**config.mk**
```make
export PLATFORM = sky130hd
export DESIGN_NAME = branch_update_queue
export DESIGN_NICKNAME = d
export VERILOG_FILES = /design/src/rtl/branch_update_queue.sv
export SDC_FILE = /design/constraint.sdc
export NUM_CORES = 1
export LEC_CHECK = 0
export BUFFER_PORTS_ARGS = -buffer_cell sky130_fd_sc_hd__buf_2
export CAP_MARGIN = 20
export CORE_MARGIN = 2
export CORE_UTILIZATION = 61
export DETAILED_ROUTE_END_ITERATION = 10
export GPL_TIMING_DRIVEN = 0
export PLACE_DENSITY = 0.84
export SYNTH_ARGS = -nofsm -noshare
export SYNTH_HDL_FRONTEND = slang
export SYNTH_SLANG_ARGS = --single-unit
export TNS_END_PERCENT = 20
```
**constraint.sdc**
```tcl
create_clock -name clk -period 10.5 [get_ports clk]
set_clock_uncertainty 0.05 [all_clocks]
set_input_delay 1.575 -clock clk [delete_from_list [all_inputs] [get_ports clk]]
set_output_delay 1.575 -clock clk [all_outputs]
set_load 0.05 [all_outputs]
```
**src/rtl/branch_update_queue.sv**
```systemverilog
// In-order buffer of branch outcomes resolved in Execute. Each entry is released to the
// predictor as a one-cycle PB_BUS pulse only when its instruction retires in Write-back.
module branch_update_queue #(
  parameter int DEPTH   = 4,
  parameter int CNT_WID = 32
) (
  input  logic               clk,
  input  logic               rstn,
  input  logic               E_br_valid,
  input  logic [31:0]        E_br_pc,
  input  logic [31:0]        E_br_inst,
  input  logic               E_br_uncond,
  input  logic               E_br_cond,
  input  logic               E_br_taken,
  input  logic [31:0]        E_br_target,
  input  logic               E_br_mispredict,
  output logic               br_q_full,
  input  logic               W_valid,
  input  logic [31:0]        W_pc,
  input  logic               ex_en,
  input  logic               ertn_flush,
  output logic [98:0]        PB_BUS,
  output logic [CNT_WID-1:0] branch_cnt,
  output logic [CNT_WID-1:0] mispredict_cnt
);
  localparam int PW = $clog2(DEPTH);

  typedef struct packed {
    logic [31:0] pc;
    logic [31:0] inst;
    logic        uncond;
    logic        cond;
    logic        taken;
    logic [31:0] target;
    logic        mispredict;
  } entry_t;

  entry_t        entry_mem [DEPTH];
  entry_t        new_entry;
  entry_t        head;
  logic [PW-1:0] wptr_reg;
  logic [PW-1:0] rptr_reg;
  logic [PW:0]   count_reg;
  logic [PW:0]   count_next;
  logic          flush;
  logic          enq;
  logic          commit;

  assign flush     = ex_en | ertn_flush;
  assign br_q_full = (count_reg == (PW+1)'(DEPTH));
  assign new_entry = '{pc: E_br_pc, inst: E_br_inst, uncond: E_br_uncond, cond: E_br_cond,
                       taken: E_br_taken, target: E_br_target, mispredict: E_br_mispredict};
  assign head      = entry_mem[rptr_reg];

  // Full deliberately ignores a same-cycle commit, so an enqueue at full is always rejected.
  assign enq    = E_br_valid & (E_br_uncond | E_br_cond) & ~br_q_full & ~flush;
  assign commit = (count_reg != '0) & W_valid & (W_pc == head.pc) & ~flush;

  always_comb begin
    count_next = count_reg;
    if (flush)
      count_next = '0;
    else if (enq && !commit)
      count_next = count_reg + (PW+1)'(1);
    else if (!enq && commit)
      count_next = count_reg - (PW+1)'(1);
  end

  // Storage is not reset; count alone decides which entries are live.
  always_ff @(posedge clk) begin
    if (enq)
      entry_mem[wptr_reg] <= new_entry;
  end

  always_ff @(posedge clk) begin
    if (!rstn) begin
      wptr_reg       <= '0;
      rptr_reg       <= '0;
      count_reg      <= '0;
      PB_BUS         <= '0;
      branch_cnt     <= '0;
      mispredict_cnt <= '0;
    end else begin
      count_reg <= count_next;
      if (flush) begin
        wptr_reg <= '0;
        rptr_reg <= '0;
      end else begin
        if (enq)
          wptr_reg <= wptr_reg + PW'(1);
        if (commit)
          rptr_reg <= rptr_reg + PW'(1);
      end
      // Zero in every non-commit cycle keeps both class bits low, so no predictor write.
      PB_BUS <= commit ? {head.inst, head.uncond, head.cond, head.taken, head.target, head.pc}
                       : '0;
      if (commit) begin
        if (branch_cnt != '1)
          branch_cnt <= branch_cnt + CNT_WID'(1);
        if (head.mispredict && mispredict_cnt != '1)
          mispredict_cnt <= mispredict_cnt + CNT_WID'(1);
      end
    end
  end
endmodule
```
== Yosys cells after proc, flatten, opt, wreduce, memory -nomap -nowiden ==
Memories as Yosys holds them, arrays and structs flattened. A register that Yosys moved wholly into a read port is not among the register bits.
Cells that the tools add are included.
Storage, ports and cells
  bits in registers: 170
  latch bits: 0
  bits in writable memories: 400
  ROM bits: 0
  input bits: 138
  word-level logic and storage cells: 45
  memories: 1
Operators by class
  $add $sub $neg: 6
  multipliers: 0
  div/mod/pow operators: 0
  order comparisons: 0
  equal/unequal tests: 4
  shift-type cells: 0
  multiplexer cells: 6
  bitwise logic cells: 11
  reduce and logical (&&, ||, !) cells: 11
Memory list
  entry_mem: words 4, bits a word 100, rd ports 1, clocked after Yosys merged registers in 1, write ports 1, RTL line 38  | entry_t entry_mem [DEPTH];
Operator list (count)
  adder 32 x 1 -> 32 bit, second input constant: 2
  inequality test 32 bit, second input constant: 2
  == test 32 bit: 1
  AND 1 bit: 6
  2-to-1 mux 3 bit: 2
  AND reduction 2 bit: 3
  adder 2 x 1 -> 2 bit, second input constant: 2
  2-to-1 mux 2 bit: 2
  adder 3 x 1 -> 3 bit, second input constant: 1
  == test 3 bit, second input constant: 1
  logical AND 1 bit: 3
  NOT 1 bit: 3
  nonzero test 3 bit: 1
  subtractor 3 x 1 -> 3 bit, second input constant: 1
  logical NOT 1 bit: 2
  2-to-1 mux 1 bit: 2
  OR 1 bit: 2
  nonzero test 2 bit: 1
  OR reduction 2 bit: 1

== Logic depth before layout (Yosys ltp) ==
Gate-level depths: netlist (run 1).
  word-level depth: 8
  gate-level depth with buffers: 18
  gate-level depth less buffers: 13

== Worst setup path before layout (run 1) ==
Ideal clock, no wire load.
  kind: input to register
  start point: input port ertn_flush
  end point: memory entry_mem[0][0] (netlist name), enable pin
  arrival: 4.459 ns
  setup slack: 5.521 ns
  stages on the path: 4
  path through: nor2_1 -> o211ai_1 -> nor2_1 -> and2_1
Between the ends
  word-level cells in the longest chain between the ends: 5
Ends and longest elaborated chain
  start: declaration: RTL line 21  | input logic ertn_flush,
  OR 1 bit: RTL line 49  | assign flush = ex_en | ertn_flush;
  NOT 1 bit: RTL line 56  | assign enq = E_br_valid & (E_br_uncond | E_br_cond) & ~br_q_full & ~flush;
  AND 1 bit: RTL line 56
  net enq: RTL line 46  | logic enq;
  2-to-1 mux 1 bit: RTL line 71  | if (enq)
  2-to-1 mux 1 bit (implied by the code): RTL line 72  | entry_mem[wptr_reg] <= new_entry;
  end: declaration: RTL line 38
The timed path passes the listed nets, and every way through them passes these cells.

==> metrics.txt, run 1 <==
status completed; Critical Path RT about 11 ns; Reg2Reg Setup Slack between 5 and 6 ns; pin count of the biggest net entering global routing 55; chip width about 190 um; Post-CTS Setup Inserts 0; final worst-path cycle share 49.8%; Post-synth ARST share 0%; capture point of the worst path count_reg[2]; met1 WL 19.0 mm; Critical Path AT about 5.7 ns; Antenna Nets Post-Route 0; row cnt 68; layout cells sized above 1 a little under a third; RSZ-0062 raised after global routing false; Skew-Pair Late Insertion Delay 0.61 ns; Final Hold Viols 0; register with the most flip-flops entry_mem; Core Region roughly 0.035 mm^2; met3 WL post-DR 5.12 mm; Max clock buf depth 3; Syn Area/Cell 16.7 um^2; vias in the first global route 12900; initial antenna violation count 19; All-Layer GR Usage 27.9%; first-pass GRT wire length 75.1 mm; hold_buf cts 0; top_reg_cell synth edfxtp_1; drt wl/cell 23.8 um; delay-heaviest family, CP buffers and inverters; final design area excluding fillers 0.0256 mm^2; I/O pins 302; Leakage 0.00945 uW; Detailed Place HPWL 33.4 mm; Initial Util between 60% and 70%; Worst Tran Pin Value 0.986 ns; Setup Viol. Count Final 0; CP max stage delay 0.74 ns; met2 WL around 26 mm; H-tree levels 2; Filler cells 2152; CTS tree built; Max stage delay cell, worst path nor4b_1; Max VDD drop ~0.00019 V; multi-input logic area 0.00563 mm^2; TritonCTS Sinks approximately 570; post-synth net total 1433; DR vias/cell 5.99; DRC errors left 0; Slew Limit Fails 0; CP most frequent cell buf_2; CTS buffer count 54; Post-CTS Resized 0; Yosys warning count 0; Worst Hold Class reg2reg; post-route setup TNS 0 ns; Seq/Total Area, Yosys 72.1%; synthesized cell area 0.0214 mm^2; Final #Nets 1796; Yosys reg bits 572; via count of the routed design 12900; CP Cell Sequence buf_6 > buf_6 > buf_2 > buf_1 > o2111ai_1 > a211oi_1 > nand2b_1 > nor4b_1 > buf_2 > buf_2 > inv_1 > ha_1 > inv_1 > fa_1 > xor2_1 > or3_1 > a21oi_1; Clock Pin Slew Worst Setup and Hold Paths around 0.060 ns; Total Die Area 0.0367 mm^2; port bufs 301; WS Path Type reg2reg; Reg area ~0.015 mm^2; gr ovfl total 0; P&R area growth vs syn 19.3%; Largest regs entry_mem (400), PB_BUS (99); die height 192 um; Post-Synthesis Cells 1287; max reg flops 400; placed cell area 0.0237 mm^2; CP Launch Type flop; FMAX between 0.15 and 0.2 GHz; Root Buffer clkbuf_16; first-pass detailed-route iteration total 6; reg2reg path depth 17; top layer in use met5; Max Fanout on Critical Path 10; Placer Congestion ~0.9; R2R Path End count_reg[2]; min Tclk post-route 5.23 ns; Post-Route WL about 50 mm; PD cells 177 mW/mm^2; worst hold start mispredict_cnt[29]; Iteration-0 DRC Markers about 1000; Post-synth EDFFs 400; element type at the critical path end flop; Crit path depth 17; max_cap viols 0; normalized max-slew margin between 30% and 40%; synth unique cells 64; Crit path buffers/inverters 8
routing by layer:
layer  track usage (%)  up-vias
met4              10.6       20
met5                 0        -
li1                  -     5744
met1              34.7     6480
met2              46.3      577
met3              8.79      122
metrics by stage:
| step | instances | hold slack [ns] | power (uW) | utilization, % | setup WS, ns |
|---|---|---|---|---|---|
| finish | 2161 | 0.436 | 4540 | 74.1 | 5.27 |
| floorplan | 1287 | 0.412 | 2510 | - | 5.52 |
| global route | 2156 | 0.472 | 4650 | 74.0 | 4.99 |
| global placement | 2043 | 0.414 | 2560 | 68.1 | 2.83 |
| CTS | 2151 | 0.436 | 4560 | 74.0 | 5.22 |
| detailed placement | 2049 | 0.430 | 2570 | 68.6 | 4.70 |
area by class of cell:
cell class	instances	area share, %
inverters	18	0.264
clock inverters	32	1.55
well taps	455	2.23
multi-input cells	630	22.0
diodes	10	0.0978
flip-flops and latches	572	60.4
plain buffers	67	1.20
repair buffers	307	6.50
clock buffers	70	5.75
how the worst min path moves through the flow:
stage | cells after the start | slack (ns) | endpoint
finish | 2 | 0.44 | mispredict_cnt[29]
global route | 2 | 0.47 | mispredict_cnt[29]
CTS | 2 | 0.44 | mispredict_cnt[29]
detailed placement | 2 | 0.43 | mispredict_cnt[29]
global placement | 2 | 0.41 | mispredict_cnt[27]
floorplan | 2 | 0.41 | count_reg[2]
logic make-up after synthesis:
group	Yosys count	share of synthesized area [%]
flops	572	72.1
simple gates	337	8.95
mux	140	11.8
compound gates	97	3.02
buf+inv	85	1.74
xor+xnor	48	1.96
fa+ha+maj	8	0.502
power by group:
group          switching [uW]  internal, uW
Combinational            59.0          38.9
Clock                     844          1170
Sequential               3.10          2420
tightest hold or removal path: stages, from the launching register on:
cell and delay, ns:
dfxtp_1 0.33, nand2_1 0.06, mux2i_1 0.05
placed cells by master (no fill, tap or decap), drive strengths merged, types with 37 or more instances in the layout:
master  synthesis  layout
edfxtp        400     400
and3          108     108
nor2           44      44
mux4           89      89
nand2          49      49
dfxtp         172     172
xnor2          37      37
buf            18     325
mux2i          45      45
clkbuf         49     119
synthesized netlist by cell type (3+ instances only):
| cell | number | area share, % |
|---|---|---|
| clkbuf_1 | 43 | 0.75 |
| o21a_1 | 3 | 0.11 |
| nor2_1 | 43 | 0.75 |
| edfxtp_1 | 400 | 56 |
| inv_1 | 18 | 0.32 |
| nor3_1 | 14 | 0.33 |
| and2_1 | 11 | 0.32 |
| a31o_2 | 5 | 0.20 |
| nand2_1 | 48 | 0.84 |
| nor4_1 | 6 | 0.18 |
| buf_6 | 3 | 0.16 |
| nor2b_1 | 6 | 0.18 |
| buf_1 | 3 | 0.053 |
| o211ai_1 | 3 | 0.11 |
| buf_4 | 4 | 0.14 |
| a211oi_1 | 9 | 0.32 |
| ha_1 | 7 | 0.41 |
| mux4_2 | 89 | 9.3 |
| nand3_1 | 22 | 0.51 |
| nand4_1 | 19 | 0.55 |
| clkbuf_2 | 6 | 0.14 |
| dfxtp_1 | 172 | 16 |
| a21oi_1 | 30 | 0.70 |
| or3_1 | 18 | 0.53 |
| o21ai_0 | 19 | 0.44 |
| o31ai_1 | 5 | 0.18 |
| xnor2_1 | 37 | 1.5 |
| o2111ai_1 | 4 | 0.16 |
| nand2b_1 | 14 | 0.41 |
| nor3b_1 | 3 | 0.11 |
| xor2_1 | 11 | 0.45 |
| or4_1 | 6 | 0.21 |
| and4_1 | 5 | 0.20 |
| buf_2 | 8 | 0.19 |
| mux2i_1 | 45 | 2.1 |
| mux2_2 | 6 | 0.32 |
| and3_1 | 108 | 3.2 |
Power figures use the tool's default switching activity.
==> inputs of run 2 (changes only) <==
Settings changed: CORE_UTILIZATION 61 to 57, PLACE_DENSITY 0.84 to 0.79.
Clock period 10.5 ns to 4.86 ns, I/O delays scaled along.
==> run 2 against run 1 <==
Against the previous run: design area up 0.41%; die area rose by 6.9%; global-route usage down 2.0 points; sequential cell count did not move; sequential power up 120%; power is 120% higher; first-iteration DRC count fell by 12%; via count is 0.39% lower; hold slack lost 0.15 ns; critical path type unchanged.
==> metrics.txt, run 2 (same netlist as run 1, synthesis figures left out) <==
gr ovfl total 0 (unchanged); Setup Viol. Count Final 0 (unchanged); first-pass detailed-route iteration total 5 (-1); R2R Path End count_reg[2]; drt wl/cell 22.9 um (-3.6%); min Tclk post-route 4.62 ns (-0.610 ns); Reg2Reg Setup Slack 0.24 ns (-5.03 ns); clock power share 44.7% (+0.3 points); Max VDD drop 0.000315 V (+69%); P&R area growth vs syn 19.8%; Core Region 0.0374 mm^2 (+8.3%); reg2reg path depth 17 (unchanged); Comb power frac 2.1% (about the same); Placer Congestion 0.896 (-0.11%); final worst-path cycle share 95.1% (+45 points); Final #Nets 1796 (unchanged); Worst Hold Class in2reg; All-Layer GR Usage 26.0% (-2.0 points); Internal Power 7900 uW (+120%); Post-CTS Setup Inserts 0 (unchanged); capture point of the worst path count_reg[2]; Detailed Place HPWL 32.7 mm (-2.1%); Initial Util 57.3% (-4.7 points); element type at the critical path end flop; CTS buffer count 55 (+1.9%); DR vias/cell 5.81 (-3.1%); I/O pins 302 (unchanged); Iteration-0 DRC Markers 916 (-12%); Clock Pin Slew Worst Setup and Hold Paths 0.06 ns (about the same); WS Path Type reg2reg; Sw Ratio 19.8% (-0.21 points); die height 198 um (+3.4%); register with the most flip-flops entry_mem; first-pass GRT wire length 75.4 mm (+0.30%); final std cells w/o fill 2221 (+2.8%); initial antenna violation count 22 (+3); most frequent cells in the layout edfxtp_1 (400), buf_2 (309), dfxtp_1 (172); post-placement cell count 2104 (+2.7%); Leakage 0.00947 uW (+0.18%); Tot Pwr 9850 uW (+120%); pin count of the biggest net entering global routing 58 (+5.5%); Slew Limit Fails 0 (unchanged); H-tree levels 2 (unchanged); Psw 1950 uW (+110%); normalized max-slew margin 36.4% (+2.1 points); via count of the routed design 12900 (-0.39%); Final Hold Viols 0 (unchanged); max reg flops 400 (unchanged); layout cells sized above 1 31.4% (+0.20 points); CTS tree built; placed cell area 0.0237 mm^2 (+0.18%); hold_buf cts 0 (unchanged); CP Launch Type flop; Root Buffer clkbuf_16; max_cap viols 0 (unchanged); most common cell after layout, fill and taps aside edfxtp_1; row cnt 71 (+4.4%); Skew-Pair Late Insertion Delay 0.60 ns (about the same); FMAX 0.216 GHz (+13%); status completed; sequential share of power 53.2% (-0.2 points); vias in the first global route 12900 (+0.046%); Critical Path AT 5.09 ns (-0.60 ns); DRC errors left 0 (unchanged); PD cells 383 mW/mm^2 (+120%); Critical Path RT 5.33 ns (-5.63 ns); Antenna Nets Post-Route 0 (unchanged); TritonCTS Sinks 572 (unchanged); port bufs 301 (unchanged); Total Die Area 0.0392 mm^2 (+6.9%); Worst Tran Pin Value 0.955 ns (-0.0310 ns); Max clock buf depth 3 (unchanged); Post-Route WL 50.9 mm (-0.97%); Max Fanout on Critical Path 10 (unchanged); Largest regs entry_mem (400), PB_BUS (99); chip width 198 um (+3.4%); Post-CTS Resized 3 (+3); final design area excluding fillers 0.0257 mm^2 (+0.41%)
## run 2: cell types whose count changed in the layout (fill, tap and decap cells not counted), moves of 2 or more
| cell | change |
|---|---|
| clkbuf_16 | +2 |
| diode_2 | +5 |
| clkbuf_8 | +4 |
| clkinvlp_4 | -3 |
## run 2: final cells by class
class | instances | area (um^2)
repair buffers | 306 | 1640
clock buffers | 75 | 1570
plain buffers | 67 | 310
multi-input cells | 630 | 5660
clock inverters | 27 | 314
diodes | 15 | 37.5
flip-flops and latches | 572 | 15500
fillers | 2489 | 11700
well taps | 511 | 639
inverters | 18 | 67.6
## run 2: worst min path at each step
stage | end | depth (start not counted) | slack, ns | start
final | entry_mem[3][24] | 1 | 0.29 | E_br_target[23]
after global routing | entry_mem[3][24] | 1 | 0.27 | E_br_target[23]
after CTS | entry_mem[2][20] | 1 | 0.26 | E_br_target[19]
after detailed placement | branch_cnt[14] | 2 | 0.43 | branch_cnt[14]
after global placement | branch_cnt[14] | 2 | 0.41 | branch_cnt[14]
after floorplan | count_reg[2] | 2 | 0.41 | count_reg[2]
## run 2: routing by layer
| layer | share of wire (%) | GRT usage, % |
|---|---|---|
| met5 | 0.15 | 0.128 |
| met4 | 2.9 | 10.2 |
| met3 | 8.5 | 6.83 |
| met2 | 49 | 42.6 |
| met1 | 39 | 33.5 |
## run 2: critical path, stage by stage, from the launching register on
cell and delay [ns]:
dfxtp_1 0.35, buf_4 0.22, buf_2 0.34, mux2_2 0.38, a32oi_1 0.20, o2111ai_1 0.15, a2111o_1 0.43, nand2b_1 0.19
nor4b_2 0.55, buf_4 0.35, buf_2 0.25, inv_1 0.09, ha_1 0.21, inv_1 0.07, fa_1 0.17, xor2_1 0.07
or3_1 0.30, a21oi_1 0.14
## run 2: power groups by stage
stage	clock network, uW	logic (uW)	registers [uW]
finish	4400	211	5240
global route	4620	229	5230
CTS	4460	208	5240
detailed placement	0	207	5340
global placement	0	193	5340
floorplan	0	77.0	5340
## run 2: metrics by stage
step           utilization, %  hold WS, ns  TNS [ns]  setup slack [ns]
4_1_cts                  68.5        0.255         0            0.0445
3_3_place_gp             63.1        0.406   -769.35             -1.99
3_5_place_dp             63.5        0.428     -1.57            -0.654
5_1_grt                  68.6        0.274    -0.118           -0.0964
2_1_floorplan               -        0.412         0             0.727
6_report                 68.7        0.287         0             0.238
==> inputs of run 3 (changes only) <==
Settings changed: BUFFER_PORTS_ARGS -buffer_cell sky130_fd_sc_hd__buf_2 to not set, CORE_UTILIZATION 57 to 61, DONT_BUFFER_PORTS set to 1, PLACE_DENSITY 0.79 to 0.77.
Clock period 4.86 ns to 5.5 ns, I/O delays scaled along.
==> run 3 against run 2 <==
Against the previous run: count of clock-buffer cells in the layout fell by 3; hold slack got worse by 0.019 ns; power fell by 14%; wire length fell by 6.7%; first-iteration DRC count fell by 23%; clock power fell by 15%; die area fell by 6.4%; global-route usage rose by 0.083 points; non-clock buffer count fell by 300; cell count fell by 17%; critical path depth did not move; critical path type unchanged; critical endpoint unchanged; largest cell class unchanged; largest power group unchanged.
==> metrics.txt, run 3 (same netlist as run 1, synthesis figures left out) <==
chip width 192 um (-3.3%); All-Layer GR Usage 26.1% (+0.083 points); die height 192 um (-3.3%); WS Path Type reg2reg; Root Buffer clkbuf_16; PD cells 353 mW/mm^2 (-7.9%); Core Region 0.0345 mm^2 (-7.6%); register with the most flip-flops entry_mem; port bufs 0 (-100%); multi-input logic area 0.00564 mm^2 (-0.29%); CTS tree built; Slew Limit Fails 0 (unchanged); worst hold slack 0.268 ns (-0.0187 ns); setup ws final 0.312 ns (+0.0739 ns); row cnt 68 (-4.2%); RSZ-0062 raised after global routing false; Iteration-0 DRC Markers 706 (-23%); H-tree levels 2 (unchanged); CP Launch Type flop; element type at the critical path end flop; CTS buffer count 55 (unchanged); via count of the routed design 11500 (-11%); first-pass detailed-route iteration total 4 (-1); final worst-path cycle share 94.3% (-0.77 points); max_cap viols 0 (unchanged); vias in the first global route 11700 (-9.7%); post-placement setup slack -0.115 ns (+0.539 ns); Largest regs entry_mem (400), PB_BUS (99); delay-heaviest family, CP buffers and inverters; most common cell after layout, fill and taps aside edfxtp_1; I/O pins 302 (unchanged); Sw Ratio 19.4% (-0.35 points); Final #Nets 1496 (-17%); post-route setup TNS 0 ns (unchanged); Crit path buffers/inverters 8 (+2); Clock Pin Slew Worst Setup and Hold Paths 0.07 ns (about the same); Crit path depth 17 (unchanged); Critical Path RT 5.97 ns (+0.64 ns); Comb power frac 1.2% (-0.9 points); Max clock buf depth 3 (unchanged); P&R area growth vs syn 11.8%; Skew-Pair Late Insertion Delay 0.60 ns (about the same); DRC errors left 0 (unchanged); most frequent cells in the layout edfxtp_1 (400), dfxtp_1 (172), and3_1 (108); CP Cell Sequence buf_6 > buf_6 > buf_2 > inv_1 > mux2_2 > xnor2_1 > nor4_2 > nor4b_2 > buf_2 > buf_2 > inv_1 > ha_1 > inv_1 > fa_1 > xor2_1 > or3_1 > a21oi_1; Max Fanout on Critical Path 19 (+9); hold_buf cts 0 (unchanged); Critical Path AT 5.66 ns (+0.57 ns); FMAX 0.193 GHz (-11%); Hold Path Depth 0 (-1); TritonCTS Sinks 572 (unchanged); Setup Viol. Count Final 0 (unchanged); Reg area 0.0155 mm^2 (unchanged); Antenna Nets Post-Route 0 (unchanged); drt wl/cell 25.7 um (+12%); Final Hold Viols 0 (unchanged); Max stage delay cell, worst path nor4_2; normalized max-slew margin 37.7% (+1.3 points); final core utilization 69.4% (+0.71 points); Worst Hold Class in2reg; CP max stage delay 0.65 ns (+0.10 ns); Total Die Area 0.0367 mm^2 (-6.4%); Initial Util 62.1% (+4.7 points); sequential share of power 54.7% (+1.5 points); gr ovfl total 0 (unchanged); DR vias/cell 6.23 (+7.2%); Psw 1640 uW (-16%); first-pass GRT wire length 70.6 mm (-6.3%); Worst Tran Pin Value 0.935 ns (-0.0195 ns); max reg flops 400 (unchanged); pin count of the biggest net entering global routing 59 (+1.7%); Internal Power 6820 uW (-14%); status completed; Placer Congestion 0.895 (about the same); Max VDD drop 0.000312 V (-1.1%); reg2reg path depth 17 (unchanged); layout cells sized above 1 16.1% (-15 points); Filler cells 2212 (-11%); Post-Route WL 47.5 mm (-6.7%); min Tclk post-route 5.19 ns (+0.566 ns); ANT cells 0 (-15); clock power share 44.1% (-0.6 points); initial antenna violation count 0 (-100%); Leakage 0.00796 uW (-16%); Detailed Place HPWL 31.0 mm (-5.3%)
## run 3: cell types whose count changed in the layout (fill, tap and decap cells not counted), moves of 3 or more
| cell | before | now |
|---|---|---|
| clkinv_2 | 9 | 12 |
| clkbuf_1 | 52 | 56 |
| clkinv_1 | 5 | 9 |
| diode_2 | 15 | 0 |
| clkbuf_8 | 10 | 2 |
| buf_2 | 309 | 8 |
## run 3: power groups by stage
stage	logic [uW]	clock network, uW	registers (uW)
detailed placement	103	0	4720
finish	104	3730	4630
CTS	104	3770	4630
global placement	99.0	0	4720
global route	111	3950	4630
floorplan	68.1	0	4720
## run 3: final timing paths
kind,start,endpoint,slack (ns)
setup / recovery,flop,count_reg[2],0.31
hold / removal,E_br_inst[21],entry_mem[2][57],0.27
setup reg to reg,flop,count_reg[2],0.31
hold reg to reg,rptr_reg[1],rptr_reg[1],0.49
## run 3: cell type report
class	instances	area share, %
sequential	572	64.5
multi-input combinational	630	23.5
clock buffer	72	6.27
tap	455	2.37
buffer	66	1.26
clock inverter	31	1.18
timing repair buffer	7	0.637
inverter	18	0.282
## run 3: per-layer routing
metal,up-vias,wire [um],track usage [%]
met1,5819,18100,32.5
met3,81,4770,9.90
li1,5134,-,-
met5,-,0,0
met2,489,23300,42.2
met4,0,1340,8.61
## run 3: timing repair
| item | 4_1_cts | 5_1_grt |
|---|---|---|
| endpoints found under the setup margin | 2 | 2 |
| setup buffers | 0 | 0 |
| pin swaps | 0 | 0 |
| gates resized for setup | 1 | 0 |
## run 3: metrics by stage
step | area (um^2) | std cells | power [uW]
6_report | 24000 | 1851 | 8460
5_1_grt | 24000 | 1851 | 8690
4_1_cts | 24000 | 1852 | 8510
3_5_place_dp | 22200 | 1749 | 4820
3_3_place_gp | 22000 | 1742 | 4820
2_1_floorplan | 21400 | 1287 | 4790
